<file path="src/rtl/single_pulse_rx.sv">
// rtl/single_pulse_rx.sv - classifies key presses into click, double click and long press strobes
module single_pulse_rx #(
  parameter int LONG_CYC = 50000000,
  parameter int DBL_CYC  = 12500000,
  parameter int CNT_W    = 26
) (
  input  logic       clk,
  input  logic       rst,
  input  logic       pulse,
  input  logic       key1,
  output logic       click,
  output logic       dbl_click,
  output logic       long_press,
  output logic       busy,
  output logic [7:0] evt_cnt
);

  // Timer values seen on the last cycle of each window (timer is cleared on entry).
  localparam logic [CNT_W-1:0] LONG_LAST = CNT_W'(LONG_CYC - 1);
  localparam logic [CNT_W-1:0] DBL_LAST  = CNT_W'(DBL_CYC - 1);
  localparam logic [CNT_W-1:0] TIMER_MAX = '1;

  typedef enum logic [2:0] {
    S_IDLE,
    S_HOLD1,
    S_GAP,
    S_HOLD2,
    S_WAIT_REL
  } state_t;

  state_t           state_q, state_d;
  logic [CNT_W-1:0] timer_q, timer_d;
  logic             click_q, click_d;
  logic             dbl_q, dbl_d;
  logic             long_q, long_d;
  logic             busy_q;
  logic [7:0]       evt_cnt_q, evt_cnt_d;

  // Next-state, timer and strobe decode; timer saturates instead of wrapping.
  always_comb begin
    state_d   = state_q;
    timer_d   = (timer_q == TIMER_MAX) ? timer_q : timer_q + 1'b1;
    click_d   = 1'b0;
    dbl_d     = 1'b0;
    long_d    = 1'b0;
    evt_cnt_d = evt_cnt_q;

    case (state_q)
      S_IDLE: begin
        timer_d = '0;
        if (pulse) begin
          state_d = S_HOLD1;
        end
      end
      S_HOLD1: begin
        // The hold window expiring wins over a release on the same cycle.
        if (timer_q == LONG_LAST) begin
          long_d  = 1'b1;
          state_d = S_WAIT_REL;
        end else if (key1) begin
          state_d = S_GAP;
          timer_d = '0;
        end
      end
      S_GAP: begin
        // A pulse landing on the timeout cycle still yields a click and starts a new press.
        if (timer_q == DBL_LAST) begin
          click_d = 1'b1;
          if (pulse) begin
            state_d = S_HOLD1;
            timer_d = '0;
          end else begin
            state_d = S_IDLE;
          end
        end else if (pulse) begin
          state_d = S_HOLD2;
          timer_d = '0;
        end
      end
      S_HOLD2: begin
        // Double click is reported on the first cycle after the second pulse.
        if (timer_q == '0) begin
          dbl_d = 1'b1;
        end
        if (key1) begin
          state_d = S_IDLE;
        end
      end
      S_WAIT_REL: begin
        if (key1) begin
          state_d = S_IDLE;
        end
      end
      default: begin
        state_d = S_IDLE;
        timer_d = '0;
      end
    endcase

    if (click_d || dbl_d || long_d) begin
      evt_cnt_d = evt_cnt_q + 8'd1;
    end
  end

  // State, timer and registered outputs; busy lags the state register by one cycle.
  always_ff @(posedge clk or negedge rst) begin
    if (!rst) begin
      state_q   <= S_IDLE;
      timer_q   <= '0;
      click_q   <= 1'b0;
      dbl_q     <= 1'b0;
      long_q    <= 1'b0;
      busy_q    <= 1'b0;
      evt_cnt_q <= 8'd0;
    end else begin
      state_q   <= state_d;
      timer_q   <= timer_d;
      click_q   <= click_d;
      dbl_q     <= dbl_d;
      long_q    <= long_d;
      busy_q    <= (state_q != S_IDLE);
      evt_cnt_q <= evt_cnt_d;
    end
  end

  assign click      = click_q;
  assign dbl_click  = dbl_q;
  assign long_press = long_q;
  assign busy       = busy_q;
  assign evt_cnt    = evt_cnt_q;

endmodule

</file>
<file path="config.mk">
export PLATFORM = sky130hd
export DESIGN_NAME = single_pulse_rx
export DESIGN_NICKNAME = d
export VERILOG_FILES = /design/src/rtl/single_pulse_rx.sv
export SDC_FILE = /design/constraint.sdc
export NUM_CORES = 1
export LEC_CHECK = 0
export CAP_MARGIN = 10
export CORE_MARGIN = 1.5
export CORE_UTILIZATION = 45
export CTS_BUF_LIST = sky130_fd_sc_hd__clkbuf_8
export CTS_CLUSTER_DIAMETER = 200
export DETAILED_ROUTE_END_ITERATION = 7
export DONT_BUFFER_PORTS = 1
export PLACE_DENSITY = 0.68
export RECOVER_POWER = 50
export SYNTH_ARGS = -nofsm -noshare
export SYNTH_HDL_FRONTEND = slang
export SYNTH_SLANG_ARGS = --single-unit
</file>
<file path="constraint.sdc">
create_clock -name clk -period 2.1 [get_ports clk]
set_input_delay 0.42 -clock clk [delete_from_list [all_inputs] [get_ports clk]]
set_output_delay 0.42 -clock clk [all_outputs]
set_load 0.05 [all_outputs]
</file>
==> impl_results.md <==
* Register Area at 1030 sq um
* DP Cell Count at 358
* TritonCTS Buffers at 5
* Cell Rows at 26
* Synth Instances at 256
* CP max FO at 5
* Die area at 5920 sq um
* Final WS setup at -44.8 ps
* Place WS at -19.2 ps
* Multi-input gate area at 1680 sq um
* Unrepaired setup endpoints after global routing: yes
* Final Cycle Share at 102%
* Hold_sp: pulse
* Core area at 5170 sq um
* Detailed Routing Iterations Pass 1 at 5
* Seq/Total Area, Yosys at 41.7%
* CTS Buffer Depth at 2
* Routed Antenna Nets at 0
* Drt first-iter violations at 208
* Failing checks: negative setup slack
* CP Capture Type: flop
* Clk root buf: clkbuf_8
* Commonest non-fill, non-tap cell in the layout: buf_4
* RePlAce Congestion at 0.941
* Yosys reg bits at 41
* Clock Sinks at 41
* CP max stage cell: or4_4
* # fillers at 377
* Worst IR Drop VDD at 0.522 mV
* CP peak stage delay at 540 ps
* Commonest cells after routing, fill and taps aside: 42 x buf_4, 38 x dfrtp_1, 26 x nor2_1, 14 x nand2_1, 11 x nand4_1
* Post-synth ARST share at 100%
* H-tree depth at 2
* Fmax at 466 MHz
* Reg2Reg Launch Point: timer_q[24]
* Die Ht at 76.9 um
* Worst-skew pair later-pin latency at 290 ps
* Layout cells sized above 1 at 34.7%
* Worst slew margin at 33.6%
* Max Cap Violations at 0
* Num ports at 16
* EDFF count, synth at 0
* Net count after synthesis at 263
* Synthesized area per cell at 9.61 sq um
* Final setup violation count at 4
* Reg clk slew, reported paths at 80 ps
* Critical Path AT at 2300 ps
* Area grow syn2layout at 35.7%
* Initial Util at 47.6%
* First-pass GRT wire length at 11.0 mm
* Port bufs at 0
* Slew @ Worst Pin at 997 ps
* Routed length per instance at 18.8 um
* Netlist cell types at 53
* Critical Path Start: timer_q[24]
* Detailed Route WL at 7.00 mm
* Status: finished with violations
* Min cycle time layout at 2140 ps
* Die W at 76.9 um
* Hpwl dp at 4.52 mm
* Static Leak at 1.31 nW
* Final hold violation count at 0
* Initial antenna violation count at 0
* Power Dens Cells at 728 nW/um^2
* Min-delay worst type: input port to flop
* Slew Viols, Final at 0
* Final core utilization at 64.5%
* Crit-path cells: or3_1, or4_4, nor4_4, buf_6, o311ai_4, xnor2_1
* CTS tree: built
* Post-Syn Area at 2460 sq um
* Vias/cell at 6.21
* Number of global-route vias before repair at 2248
* Residual DRC at 0
* Non-Filler Instances at 373
* Startpoint types: flop
* Final nets at 309
* Clock Skews at 6.90 ps
* Crit path kind: flop to flop
* Largest net degree at the start of global routing at 42
* Overflow after GRT at 0
* Routed vias at 2316
* Ant diodes at 0
* Predominant post-synthesis flop cell: dfrtp_1
* Total of warnings raised by yosys at 0
* Total GRT Usage at 23.6%
* Required @ worst endpoint at 2260 ps
power breakdown:
part           switching, W  leakage, nW  internal, W
clock network      0.000269       0.0626     0.000383
logic              0.000437        0.701     0.000290
registers          0.000183        0.549     0.000869
total              0.000889         1.31      0.00154
sequential cells by signal, indices dropped and copies added (netlist names):
name,count
click,1
busy,1
evt_cnt,8
timer_q,26
state_q,3
dbl_click,1
long_press,1
timing repair:
| item | in CTS | in global routing |
|---|---|---|
| hold endpoints to repair | 41 | 0 |
| setup endpoints to repair | 11 | 34 |
| pin swaps | 4 | 12 |
| hold buffers | 2 | 0 |
| gates resized for setup | 12 | 47 |
| gates cloned | 1 | 0 |
| buffers inserted | 3 | 2 |
metrics by stage:
| stage | total power [W] | instance area [sq um] | hold slack, ps | TNS (ps) |
|---|---|---|---|---|
| after floorplan | 0.00144 | 2470 | 124 | -57.1 |
| after global placement | 0.00165 | 2850 | 125 | 0 |
| after detailed placement | 0.00166 | 2850 | 125 | -67.0 |
| after CTS | 0.00238 | 3090 | 260 | -49.6 |
| after global routing | 0.00254 | 3340 | 261 | -393 |
| final | 0.00243 | 3340 | 253 | -103 |
area by class of cell:
class / instances / share of cell area, %
clock buffers: 6 / 2.47
inverters: 7 / 0.787
multi-input cells: 197 / 50.2
clock inverters: 2 / 1.01
flip-flops and latches: 41 / 30.8
repair buffers: 50 / 12.0
well taps: 70 / 2.62
final timing paths:
| check | to | slack [ps] | depth (start not counted) |
|---|---|---|---|
| max in group asynchronous | timer_q[5] | 580 | 2 |
| min in group asynchronous | busy | 840 | 2 |
| max | evt_cnt[5] | -40 | 6 |
| max reg2reg | evt_cnt[5] | -40 | 6 |
| min reg2reg | evt_cnt[4] | 570 | 1 |
| min | state_q[0] | 250 | 1 |
routing by layer:
metal | wire [um] | vias up | GRT usage [%]
li1 | - | 1067 | -
met1 | 2920 | 1131 | 28.7
met2 | 3600 | 95 | 40.6
met3 | 343 | 23 | 5.00
met4 | 141 | 0 | 9.07
met5 | 0 | - | 0
cells in the mapped netlist, types with 7 or more instances:
cell | count | area (sq um)
nand3_1 | 9 | 45.0
dfrtp_1 | 41 | 1030
o31ai_1 | 13 | 97.6
a21oi_1 | 13 | 65.1
nand4_1 | 11 | 68.8
or4_1 | 10 | 75.1
or3_1 | 9 | 56.3
xor2_1 | 10 | 87.6
inv_1 | 7 | 26.3
xnor2_1 | 9 | 78.8
nand2_1 | 15 | 56.3
nor2_1 | 26 | 97.6
critical path, delay by kind of cell (launching register included):
family	cells	cell delay, ps
simple gates	3	1150
flops	1	410
buf+inv	1	190
xor+xnor	1	150
compound gates	1	110
cell families after synthesis:
logic type	Yosys count	share of synthesized area, %
and+or+nand+nor	128	32.8
AOI/OAI and AO/OA	45	12.9
DFF	41	41.7
xor gates and xnor gates	19	6.77
buffers and inverters	18	3.31
adders and majority gates	3	1.53
muxes	2	1.02
No activity file was read; power rests on OpenSTA's default activity.
